[src/rtl/pipe_reg_hs.sv]
// -----------------------------------------------------------------------------
// pipe_reg_hs
//   Pipeline register with a valid/ready handshake and a two-entry skid buffer.
//   One entry lives in the main register (drives o_out_data); a second entry can
//   be parked in the skid register when downstream stalls while upstream still
//   fires. This keeps o_in_ready a pure register output and still sustains one
//   transfer per cycle. A synchronous flush discards every held entry.
//
//   Optional feature macro: PIPE_REG_HS_STATS_EN
//     When defined, o_stall_cnt counts cycles with o_out_valid=1 and
//     i_out_ready=0, saturating at 2^CNT_W-1. Only i_rst clears it.
//
// Parameters
//   WIDTH      payload width in bits
//   RESET_VAL  o_out_data value after reset
//   CNT_W      width of o_stall_cnt
//
// Ports
//   i_clk        sole clock, rising edge
//   i_rst        synchronous active-high reset
//   i_flush      synchronous discard of all held entries
//   i_in_valid   upstream payload valid
//   o_in_ready   block can accept (registered)
//   i_in_data    upstream payload
//   o_out_valid  o_out_data holds a valid entry
//   i_out_ready  downstream accepts
//   o_out_data   head entry payload
//   o_stall_cnt  backpressure cycle count (PIPE_REG_HS_STATS_EN only)
// -----------------------------------------------------------------------------
module pipe_reg_hs #(
  parameter int unsigned      WIDTH     = 32,
  parameter logic [WIDTH-1:0] RESET_VAL = '0,
  parameter int unsigned      CNT_W     = 16
) (
  input  logic             i_clk,
  input  logic             i_rst,
  input  logic             i_flush,
  input  logic             i_in_valid,
  output logic             o_in_ready,
  input  logic [WIDTH-1:0] i_in_data,
  output logic             o_out_valid,
  input  logic             i_out_ready,
  output logic [WIDTH-1:0] o_out_data
`ifdef PIPE_REG_HS_STATS_EN
  ,
  output logic [CNT_W-1:0] o_stall_cnt
`endif
);

  // state   | meaning
  // EMPTY   | no valid entry, skid empty
  // BUSY    | main valid, skid empty
  // FULL    | main and skid valid, o_in_ready low
  typedef enum logic [1:0] {
    ST_EMPTY = 2'd0,
    ST_BUSY  = 2'd1,
    ST_FULL  = 2'd2
  } state_t;

  state_t           r_state;
  state_t           w_state_nxt;
  logic             r_in_ready;
  logic [WIDTH-1:0] r_main;
  logic [WIDTH-1:0] r_skid;

  logic w_in_fire;
  logic w_out_fire;
  logic w_out_valid;
  logic w_load_main;
  logic w_main_from_skid;
  logic w_load_skid;

  assign w_out_valid = (r_state != ST_EMPTY);
  assign w_in_fire   = i_in_valid & r_in_ready;
  assign w_out_fire  = w_out_valid & i_out_ready;

  assign o_in_ready  = r_in_ready;
  assign o_out_valid = w_out_valid;
  assign o_out_data  = r_main;

  always_comb begin
    w_state_nxt      = r_state;
    w_load_main      = 1'b0;
    w_main_from_skid = 1'b0;
    w_load_skid      = 1'b0;

    case (r_state)
      ST_EMPTY: begin
        if (w_in_fire) begin
          w_load_main = 1'b1;
          w_state_nxt = ST_BUSY;
        end
      end
      ST_BUSY: begin
        if (w_in_fire && w_out_fire) begin
          w_load_main = 1'b1;
        end else if (w_in_fire) begin
          w_load_skid = 1'b1;
          w_state_nxt = ST_FULL;
        end else if (w_out_fire) begin
          w_state_nxt = ST_EMPTY;
        end
      end
      ST_FULL: begin
        // o_in_ready is low here, so only the drain side can move
        if (w_out_fire) begin
          w_load_main      = 1'b1;
          w_main_from_skid = 1'b1;
          w_state_nxt      = ST_BUSY;
        end
      end
      default: begin
        w_state_nxt = ST_EMPTY;
      end
    endcase

    // Flush wins over the handshake: accepted input is dropped and main keeps
    // its last value so o_out_data only ever changes on a real load.
    if (i_flush) begin
      w_state_nxt      = ST_EMPTY;
      w_load_main      = 1'b0;
      w_main_from_skid = 1'b0;
      w_load_skid      = 1'b0;
    end
  end

  always_ff @(posedge i_clk) begin
    if (i_rst) begin
      r_state    <= ST_EMPTY;
      r_in_ready <= 1'b0;
      r_main     <= RESET_VAL;
      r_skid     <= '0;
    end else begin
      r_state    <= w_state_nxt;
      // Registered ready: look ahead at the state being entered
      r_in_ready <= (w_state_nxt != ST_FULL);
      if (w_load_main) begin
        r_main <= w_main_from_skid ? r_skid : i_in_data;
      end
      if (w_load_skid) begin
        r_skid <= i_in_data;
      end
    end
  end

`ifdef PIPE_REG_HS_STATS_EN
  logic [CNT_W-1:0] r_stall_cnt;

  always_ff @(posedge i_clk) begin
    if (i_rst) begin
      r_stall_cnt <= '0;
    end else if (w_out_valid && !i_out_ready && (r_stall_cnt != {CNT_W{1'b1}})) begin
      r_stall_cnt <= r_stall_cnt + 1'b1;
    end
  end

  assign o_stall_cnt = r_stall_cnt;
`else
  // Counter absent; keep CNT_W referenced so the parameter list stays uniform.
  logic w_unused_cnt_w;
  assign w_unused_cnt_w = (CNT_W > 0);
`endif

endmodule

[config.mk]
export PLATFORM = sky130hd
export DESIGN_NAME = pipe_reg_hs
export DESIGN_NICKNAME = d
export VERILOG_FILES = /design/src/rtl/pipe_reg_hs.sv
export SDC_FILE = /design/constraint.sdc
export NUM_CORES = 1
export LEC_CHECK = 0
export ABC_AREA = 1
export CORE_AREA = 2 2 85 87
export DETAILED_ROUTE_END_ITERATION = 10
export DIE_AREA = 0 0 87 89
export PLACE_DENSITY = 0.78
export SETUP_SLACK_MARGIN = 0.1
export SYNTH_ARGS = -nofsm -noshare
export SYNTH_HDL_FRONTEND = slang
export SYNTH_SLANG_ARGS = --single-unit
[constraint.sdc]
create_clock -name i_clk -period 1.8 [get_ports i_clk]
set_clock_uncertainty 0.1 [all_clocks]
set_input_delay 0.36 -clock i_clk [delete_from_list [all_inputs] [get_ports i_clk]]
set_output_delay 0.36 -clock i_clk [all_outputs]
set_load 0.01 [all_outputs]
### After elaboration in Yosys (flattened, before gate mapping)

Cells that the tools add are included.

| storage, ports and cells | value |
|---|---|
| register bits after elaboration | 67 |
| latch bits | 0 |
| memory bits (writable) | 0 |
| bits in read-only memories | 0 |
| output and inout bits | 34 |
| memories | 0 |

| cells by class | value |
|---|---|
| $add $sub $neg | 0 |
| multipliers | 0 |
| divide/modulo/power cells | 0 |
| order comparisons | 0 |
| eq/ne operators | 3 |
| shift operators | 0 |
| mux-type cells | 18 |
| bitwise operators | 2 |
| reduce and logical (&&, ||, !) cells | 3 |

Operator list:

| cell | count |
|---|---|
| two-way mux 32 bit | 1 |
| two-way mux 2 bit | 6 |
| two-way mux 1 bit | 9 |
| one-hot mux 2 bit (3 select lines) | 1 |
| one-hot mux 1 bit (3 select lines) | 1 |
| AND 1 bit | 2 |
| equality test 2 x 1 -> 1 bit (second input constant) | 1 |
| equality test 2 bit (second input constant) | 1 |
| zero test 2 bit | 1 |
| inequality test 2 bit (second input constant) | 1 |
| nonzero test 2 bit | 1 |
| logical AND 1 bit | 1 |

### Depth between registers and ports, before layout

Gate-level depths: netlist of run 1.

| depth | value |
|---|---|
| word-level depth | 8 |
| mapped depth | 8 |
| gate-level depth less buffers | 7 |

### Worst setup path after synthesis of run 1

No wires, ideal clock.

| timing path | value |
|---|---|
| path kind | register to register |
| from | reg r_state[0] |
| to | reg r_main[13] (netlist: o_out_data[13]) |
| arrival time | 1.146 ns |
| data required time | 1.585 ns |
| setup slack | 0.439 ns |
| cell stages (with the launch flop) | 9 |
| buffers on the path | 2 |
| clock period less this slack | 1.361 ns |
| path through | dfxtp_1 buf_2 o21ai_1 nand2_1 nand2_2 buf_2 nand3_1 nand2_1 nor2_1 |

| between the ends | value |
|---|---|
| word-level cells in the longest chain between the ends | 6 |
| elaborated cells on any way between the ends | 13 |

Ends and longest elaborated chain:

| element | line | RTL |
|---|---|---|
| start, declared | 60 | `state_t r_state;` |
| start signal, assigned | 134 | `r_state <= w_state_nxt;` |
| nonzero test 2 bit | 73 | `assign w_out_valid = (r_state != ST_EMPTY);` |
| AND 1 bit | 75 | `assign w_out_fire = w_out_valid & i_out_ready;` |
| logical AND 1 bit / two-way mux 1 bit (equally long branches) | 95, 106 |  |
| two-way mux 1 bit, on equally long branches | 95, 87 |  |
| one-hot mux 1 bit (3 select lines) / two-way mux 1 bit (equally long branches) | 87, 119 |  |
| two-way mux 1 bit / two-way mux 32 bit (equally long branches) | 119, 138 |  |
| end signal, assigned | 138 | `r_main <= w_main_from_skid ? r_skid : i_in_data;` |
| end, declared | 63 | `logic [WIDTH-1:0] r_main;` |

Parallel ways exist; a longest one is shown, timed or not.
A chain may end at the register's enable or synchronous reset.

### Worst setup path after layout of run 1

| timing path | value |
|---|---|
| from | reg r_main[27] (netlist: o_out_data[27]) |
| to | out o_out_data[27] |

RTL lines:

| element | line | RTL |
|---|---|---|
| end, declared | 43 | `output logic [WIDTH-1:0] o_out_data` |

No word-level cell between the ends.

==> metrics.cfg, run 1 <==
[status]
outcome = finished, final reports clean

[synth]
synth-seq-cells = 67
netlist_top_cells_area = dfxtp_1 40%, nand2_1 18%, nor2_1 11%, nand3_1 9.8%, inv_1 7.7%
syn_nets = 584
synthesis.area_sq_um = 3370
syn_inst = 547
synth_top_area_share = 0.398
yosys_warnings = 0
ys_types = 19
yosysTopAreaCell = dfxtp_1
seq_area_frac_synth = 0.398
avgSynthCellArea_sq_um = 6.16

[grt]
grt_remaining_overflow = 0
antenna_found_initial = 0
grt_busiest_layer = met2
grt_max_degree = 47
grtUsageMet2 = 0.375
grt_pass1_wl_mm = 12.9
grt_use_met1 = 0.242
grt_pass1_vias = 3050
gr-usage-met3 = 0.0323
grtUsageTotal = 0.208

[finish]
num-nets-final = 649
fill_cells = 588
drive_gt1_frac = 0.0713
final_util = 0.667
layout_common_cells = 164 x nand2_1, 100 x nor2_1, 68 x inv_1, 66 x nand3_1, 65 x dfxtp_1
num_antenna_cells = 0
syn_to_final_growth_pct = 33.0
final_common_cell = nand2_1

[timing]
hold_viol = 0
rsz0062_at_grt = false
slew_headroom = 0.680
min_period_over_period = 0.926
slew_violations = 0
tns_ns = 0
finalSetupViolCount = 0
fmax_mhz = 600
min_period_ns = 1.67
tightest_slew_ns = 0.480

[floorplanning]
die_h_microns = 89
fp.dieW_microns = 87
core_area_sq_um = 6720
start_util = 0.501
rows = 30
pin_count = 71
die-area_sq_um = 7740

[pwr]
p_seq_frac = 0.454
power.leakage_nw = 2.55
pwr-share-comb = 0.127
switching_share = 0.249
pwr-share-clk = 0.418
ir_drop_v = 0.000442
intPower_w = 0.00257
switchingPower_w = 0.000852
power_density_nw_per_um2 = 764

[worst_setup_path]
worstPathRequired_ns = 1.34
slowest_delay_ns = 0.53
cp-end-kind = primary output
timing.critical_path.from_type = flop
critPathKind = flop to primary output
cp_slowest_cell = clkdlybuf4s50_1
worst-path-max-fanout = 2
critPathBufInv = 1
path_cells = clkdlybuf4s50_1
critical_path.top_delay_family = buffers and inverters
cp.arrival_ns = 1.21

[routing]
drt_wl_total_mm = 8.00
drt-initial-drc-count = 196
ant_nets = 0
vias_per_cell = 4.86
vias = 3386
wl_per_cell_microns = 11.5
first_pass_iters = 4
drc = 0

[clock_network]
insertion_delay_ns = 0.34
clock-root-buffer = clkbuf_8
h-tree-depth = 3
clk_pin_slew_worst_paths_ns = 0.08
tritoncts = done
cts_made_buffers = 9
cts_num_sinks = 67
clk_path_buf_depth = 2
cts_hold_buf = 0

[place]
place_congestion = 0.806
portBuffers = 70
post-dp-hpwl_mm = 4.93

[min_path]
hp-class = input pin to flop

[run]
drv_cap = 0

## layer usage
layer / up-vias / part of all wire
li1: 1787 / -
met1: 1512 / 0.44
met2: 74 / 0.50
met5: - / 0
met3: 13 / 0.040
met4: 0 / 0.020
## synth_stat cells
cell      count
buf_4         9
nor2_1      100
nand3_1      66
clkbuf_1      7
buf_2        17
o211ai_1      1
buf_1         2
a21oi_1      34
dfxtp_1      67
nand4_1       1
inv_2         1
a31oi_1       1
nor2_4        3
nand2_1     164
o21ai_1       1
inv_1        69
buf_6         1
nand2_2       2
nor3_1        1
## final cells by class
type	count	area [sq um]	area share
clock buffers	11	141	0.0316
clock inverters	5	85.1	0.0190
inverters	70	263	0.0586
multi-input cells	374	1570	0.350
flip-flops and latches	67	1350	0.300
well taps	80	100	0.0223
repair buffers	90	977	0.218
## metrics by stage
| stage | power (W) | setup WS (ns) | area (sq um) | instances | hold slack, ns |
|---|---|---|---|---|---|
| after floorplan | 0.00182 | 0.439 | 3370 | 547 | 0.329 |
| after global placement | 0.00203 | -0.122 | 4180 | 678 | 0.363 |
| after detailed placement | 0.00204 | -0.165 | 4180 | 678 | 0.373 |
| after CTS | 0.00346 | 0.101 | 4390 | 694 | 0.387 |
| after global routing | 0.00357 | 0.100 | 4480 | 697 | 0.246 |
| final | 0.00342 | 0.132 | 4480 | 697 | 0.246 |
## flip-flops by register name (all words and copies together) (netlist names)
name	cells
o_in_ready	1
o_out_data	32
r_skid	32
r_state	2
## repair_timing
item | 4_1_cts | 5_1_grt
setup endpoints to repair | 13 | 27
cloned | 0 | 1
resized for setup | 16 | 20
pin swaps | 0 | 0
setup buffers | 0 | 2
## power by group through the flow
stage	sequential [W]	clock (W)	combinational (W)
detailed placement	0.00159	0	0.000450
global placement	0.00159	0	0.000443
CTS	0.00156	0.00146	0.000443
global route	0.00156	0.00152	0.000489
floorplan	0.00161	0	0.000211
finish	0.00156	0.00143	0.000436
## kinds of logic (layout without fill, tap and decap cells)
group / Yosys count / count (layout) / synth area share
DFF: 67 / 67 / 0.398
buffers and inverters: 106 / 176 / 0.137
AOI/OAI and AO/OA: 37 / 37 / 0.0561
and+or+nand+nor: 337 / 337 / 0.409
## worst paths after layout
path | start | end | slack, ns | cells after the start
max | o_out_data[27]$_SDFFE_PP0P_ | o_out_data[27] | 0.13 | 1
max reg2reg | r_state[1]$_SDFF_PP0_ | o_out_data[15]$_SDFFE_PP0P_ | 0.35 | 7
min | i_flush | r_state[1]$_SDFF_PP0_ | 0.25 | 2
min reg2reg | r_skid[20]$_SDFFE_PP0P_ | r_skid[20]$_SDFFE_PP0P_ | 0.39 | 2
(Power assumes the default switching activity.)
==> run 2, diff against run 1 <==
REMOVE_ABC_BUFFERS = 1   (was default)
SLEW_MARGIN = 20   (was default)
==> run 2 against run 1 <==
  * Wire length is 5.3% lower
  * Die area is the same
  * Hold slack better by 0.14 ns
  * Worst setup slack got worse by 0.0078 ns
  * Utilization is 0.15 points lower
  * First-iteration DRC count decreased by 10%
  * Total power decreased by 2.7%
  * Clock power fell by 7%
  * Non-clock buffer count is 4 lower
  * Critical path type unchanged
  * Critical endpoint is now o_out_data[3]
  * Largest power group unchanged
==> metrics.cfg, run 2 (synthesis results as in run 1) <==
[floorplanning]
die-area_sq_um = 7740
core_area_sq_um = 6720
pin_count = 71
fp.dieW_microns = 87
die_h_microns = 89
rows = 30
start_util = 0.501

[clock_network]
cts_made_buffers = 9
clk_path_buf_depth = 2
insertion_delay_ns = 0.33
tritoncts = done
clk_pin_slew_worst_paths_ns = 0.07
cts_num_sinks = 67
clock-root-buffer = clkbuf_8
h-tree-depth = 3
cts_post_setup_buffers_inserted = 0

[finish]
layoutNonFillerInstCount = 692
num-nets-final = 645
layout_common_cells = 164 x nand2_1, 100 x nor2_1, 68 x inv_1, 66 x nand3_1, 66 x dfxtp_1
final_common_cell = nand2_1
num_antenna_cells = 0
syn_to_final_growth_pct = 32.7
drive_gt1_frac = 0.0637

[routing]
first_pass_iters = 4
ant_nets = 0
drt-initial-drc-count = 176
drt_wl_total_mm = 7.58
vias = 3319
wl_per_cell_microns = 11.0
drc = 0
vias_per_cell = 4.80

[worst_setup_path]
timing.critical_path.from_type = flop
cp_slowest_cell = clkdlybuf4s50_1
critPathBufInv = 1
cp-end-kind = primary output
cp.arrival_ns = 1.22
path_cells = clkdlybuf4s50_1
worstPathRequired_ns = 1.34
slowest_delay_ns = 0.54
critical_path.top_delay_family = buffers and inverters
worst-path-max-fanout = 2
critPathKind = flop to primary output

[pwr]
ir_drop_v = 0.000444
power_density_nw_per_um2 = 745
power.leakage_nw = 2.53

[run]
drv_cap = 0

[timing]
tightest_slew_ns = 0.360
tns_ns = 0
hold_viol = 0
min_period_ns = 1.68
slew_headroom = 0.760
min_period_over_period = 0.931
rsz0062_at_grt = false
fmax_mhz = 597
finalSetupViolCount = 0
slew_violations = 0

[grt]
grt_max_degree = 43
grtUsageTotal = 0.202
antenna_found_initial = 0
grt_pass1_wl_mm = 12.5
grt_pass1_vias = 2965
grt_remaining_overflow = 0

[place]
portBuffers = 70
place_inst = 677
post-dp-hpwl_mm = 4.98
place_congestion = 0.837

[status]
outcome = finished, final reports clean

[min_path]
hp-class = flop to flop

[run 2: changes by cell type in the layout (fill, tap and decap cells not counted), moves of 3 or more]
cell	delta
clkdlybuf4s50_1	+7
dlygate4sd2_1	-7
buf_4	-6
buf_12	+3
clkbuf_8	+3
[run 2: stage by stage]
stage | hold WS, ns | cell area, sq um | total power [W] | util | setup WS (ns)
global placement | 0.362 | 4210 | 0.00204 | 0.627 | -0.0976
finish | 0.385 | 4470 | 0.00333 | 0.665 | 0.125
global route | 0.399 | 4470 | 0.00348 | 0.665 | 0.101
CTS | 0.386 | 4420 | 0.00337 | 0.657 | 0.100
floorplan | 0.329 | 3170 | 0.00180 | - | -0.459
detailed placement | 0.372 | 4210 | 0.00205 | 0.627 | -0.154
[run 2: final timing paths]
path,slack (ns),to,from,cells after the start
max,0.12,o_out_data[3],o_out_data[3]$_SDFFE_PP0P_,1
min,0.39,r_skid[22]$_SDFFE_PP0P_,r_skid[22]$_SDFFE_PP0P_,2
max reg2reg,0.32,o_out_data[23]$_SDFFE_PP0P_,r_state[0]$_SDFF_PP0_,8
min reg2reg,0.39,r_skid[22]$_SDFFE_PP0P_,r_skid[22]$_SDFFE_PP0P_,2
[run 2: routing by layer]
| layer | track usage | part of all wire |
|---|---|---|
| met2 | 0.366 | 0.48 |
| met1 | 0.235 | 0.46 |
| met4 | 0.0710 | 0.010 |
| met5 | 0 | 0 |
| met3 | 0.0452 | 0.047 |
[run 2: final cells by class]
cell class	instances	area [sq um]
clock inverters	1	30.0
clock buffers	14	183
repair buffers	86	976
fillers	613	2250
inverters	70	263
flip-flops and latches	67	1340
well taps	80	100
multi-input cells	374	1580
[run 2: repair_timing]
item | CTS | global route
hold buffers | 0 | 0
gates resized for setup | 7 | 21
endpoints found under the setup margin | 6 | 21
endpoints found under the hold margin | 0 | 0
gates cloned | 0 | 0
[run 2: power breakdown]
part           switching (W)  internal [W]  total, W
Sequential         0.0000243       0.00153   0.00156
Clock               0.000541      0.000785   0.00133
Combinational       0.000221      0.000229  0.000450
==> run 3, diff against run 2 <==
CTS_CLUSTER_SIZE = 25   (was default)
GPL_ROUTABILITY_DRIVEN = 1   (was default)
TNS_END_PERCENT = 1   (was default)
==> run 3 against run 2 <==
  * Utilization fell by 0.67 points
  * Combinational power is 2% higher
  * Flip-flop and latch count did not move
  * Worst setup slack got worse by 0.037 ns
  * Maximum frequency fell by 2.2%
  * Largest power group unchanged
  * Highest routed layer unchanged
  * Cell area is 1.0% lower
  * Sequential share of layout area increased by 0.31 points
  * Register-to-register slack about the same
  * Count of clock-buffer cells in the layout unchanged
  * Via count hardly changed
  * Total power is 0.25% higher
==> metrics.cfg, run 3 (synthesis results as in run 1) <==
[pwr]
power_w = 0.00334
ir_drop_v = 0.000445
pwr-share-clk = 0.396
power_density_nw_per_um2 = 755
switchingPower_w = 0.000784
pwr-share-comb = 0.138
power.leakage_nw = 2.18
intPower_w = 0.00256
p_seq_frac = 0.466
switching_share = 0.235

[routing]
wl_per_cell_microns = 10.9
vias = 3322
vias_per_cell = 4.80
drt_wl_total_mm = 7.51
drc = 0
first_pass_iters = 5
drt-initial-drc-count = 153
ant_nets = 0

[finish]
layout_common_cells = 164 x nand2_1, 100 x nor2_1, 68 x inv_1, 68 x clkdlybuf4s50_1
fill_cells = 618
syn_to_final_growth_pct = 31.3
drive_gt1_frac = 0.0621
num_antenna_cells = 0
num-nets-final = 645
final_common_cell = nand2_1
final_util = 0.659

[run]
drv_cap = 0

[place]
place_congestion = 0.837
portBuffers = 70
dp_slack_ns = -0.154
post-dp-hpwl_mm = 4.98

[grt]
grt_busiest_layer = met2
gr-usage-met3 = 0.0452
grt_pass1_wl_mm = 12.6
grt_remaining_overflow = 0
grtUsageTotal = 0.202
grt_pass1_vias = 2971
grtUsageMet2 = 0.365
grt_use_met1 = 0.236
antenna_found_initial = 0
grt_max_degree = 43

[clock_network]
tritoncts = done
clk_path_buf_depth = 2
cts_hold_buf = 0
cts_made_buffers = 9
clk_pin_slew_worst_paths_ns = 0.07
h-tree-depth = 3
cts_num_sinks = 67
clock-root-buffer = clkbuf_8
insertion_delay_ns = 0.33

[timing]
min_period_ns = 1.71
fmax_mhz = 584
min_period_over_period = 0.951
slew_headroom = 0.760
rsz0062_at_grt = true
slew_violations = 0
tns_ns = 0
finalSetupViolCount = 0
worst_slack_ns = 0.0877
hold_viol = 0
tightest_slew_ns = 0.359

[floorplanning]
core_area_sq_um = 6720
pin_count = 71
die_h_microns = 89
fp.dieW_microns = 87
rows = 30
die-area_sq_um = 7740
start_util = 0.501

[min_path]
worstHoldPathCells = 2
hp-class = flop to flop

[worst_setup_path]
critPathBufInv = 1
worst-path-max-fanout = 2
rr_worst_depth = 8
cp.arrival_ns = 1.25
critPathKind = flop to primary output
critical_path.top_delay_family = buffers and inverters
timing.critical_path.from_type = flop
slowest_delay_ns = 0.56
worstPathRequired_ns = 1.34
cp_slowest_cell = clkdlybuf4s50_1
cp-end-kind = primary output
path_cells = clkdlybuf4s50_1
critical_path_cell_count = 1

[status]
outcome = finished, final reports clean

-- run 3: layout make-up --
class,count,area [sq um],area share
Timing Repair Buffer,86,935,0.211
Clock inverter,1,30.0,0.00679
Tap cell,80,100,0.0226
Sequential cell,67,1340,0.303
Clock buffer,14,183,0.0413
Multi-Input combinational cell,374,1570,0.355
Inverter,70,263,0.0594
-- run 3: power by group through the flow --
| stage | Sequential, W | Clock [W] | Combinational, W |
|---|---|---|---|
| 2_1_floorplan | 0.00161 | 0 | 0.000195 |
| 3_3_place_gp | 0.00159 | 0 | 0.000453 |
| 3_5_place_dp | 0.00159 | 0 | 0.000461 |
| 4_1_cts | 0.00156 | 0.00136 | 0.000464 |
| 5_1_grt | 0.00156 | 0.00142 | 0.000514 |
| 6_report | 0.00156 | 0.00132 | 0.000460 |
-- run 3: routing by layer --
metal | part of all wire | up-vias
li1 | - | 1776
met1 | 0.46 | 1456
met2 | 0.49 | 83
met3 | 0.048 | 7
met4 | 0.0090 | 0
met5 | 0 | -
-- run 3: what timing repair did --
action,CTS,global route
gates resized for setup,2,1
pin swaps,0,0
endpoints found under the setup margin,6,26
buffers inserted,0,0
endpoints found under the hold margin,0,0
-- run 3: stage by stage --
step / hold WS, ns / area, sq um / instances
finish: 0.385 / 4430 / 692
detailed placement: 0.372 / 4210 / 677
floorplan: 0.329 / 3170 / 511
global placement: 0.362 / 4210 / 677
CTS: 0.386 / 4420 / 692
global route: 0.399 / 4430 / 692
-- run 3: final timing paths --
| kind | start | slack [ns] | end |
|---|---|---|---|
| worst max-delay path | o_out_data[15]$_SDFFE_PP0P_ | 0.09 | o_out_data[15] |
| worst min-delay path | r_skid[22]$_SDFFE_PP0P_ | 0.39 | r_skid[22]$_SDFFE_PP0P_ |
| worst max register to register | r_state[0]$_SDFF_PP0_ | 0.32 | o_out_data[5]$_SDFFE_PP0P_ |
| worst min register to register | r_skid[22]$_SDFFE_PP0P_ | 0.39 | r_skid[22]$_SDFFE_PP0P_ |
-- run 3: worst min-delay path, cell delays in order, from the launching register on --
cell and delay (ns):
dfxtp_1 0.33, nor2_1 0.05, nor2_1 0.08
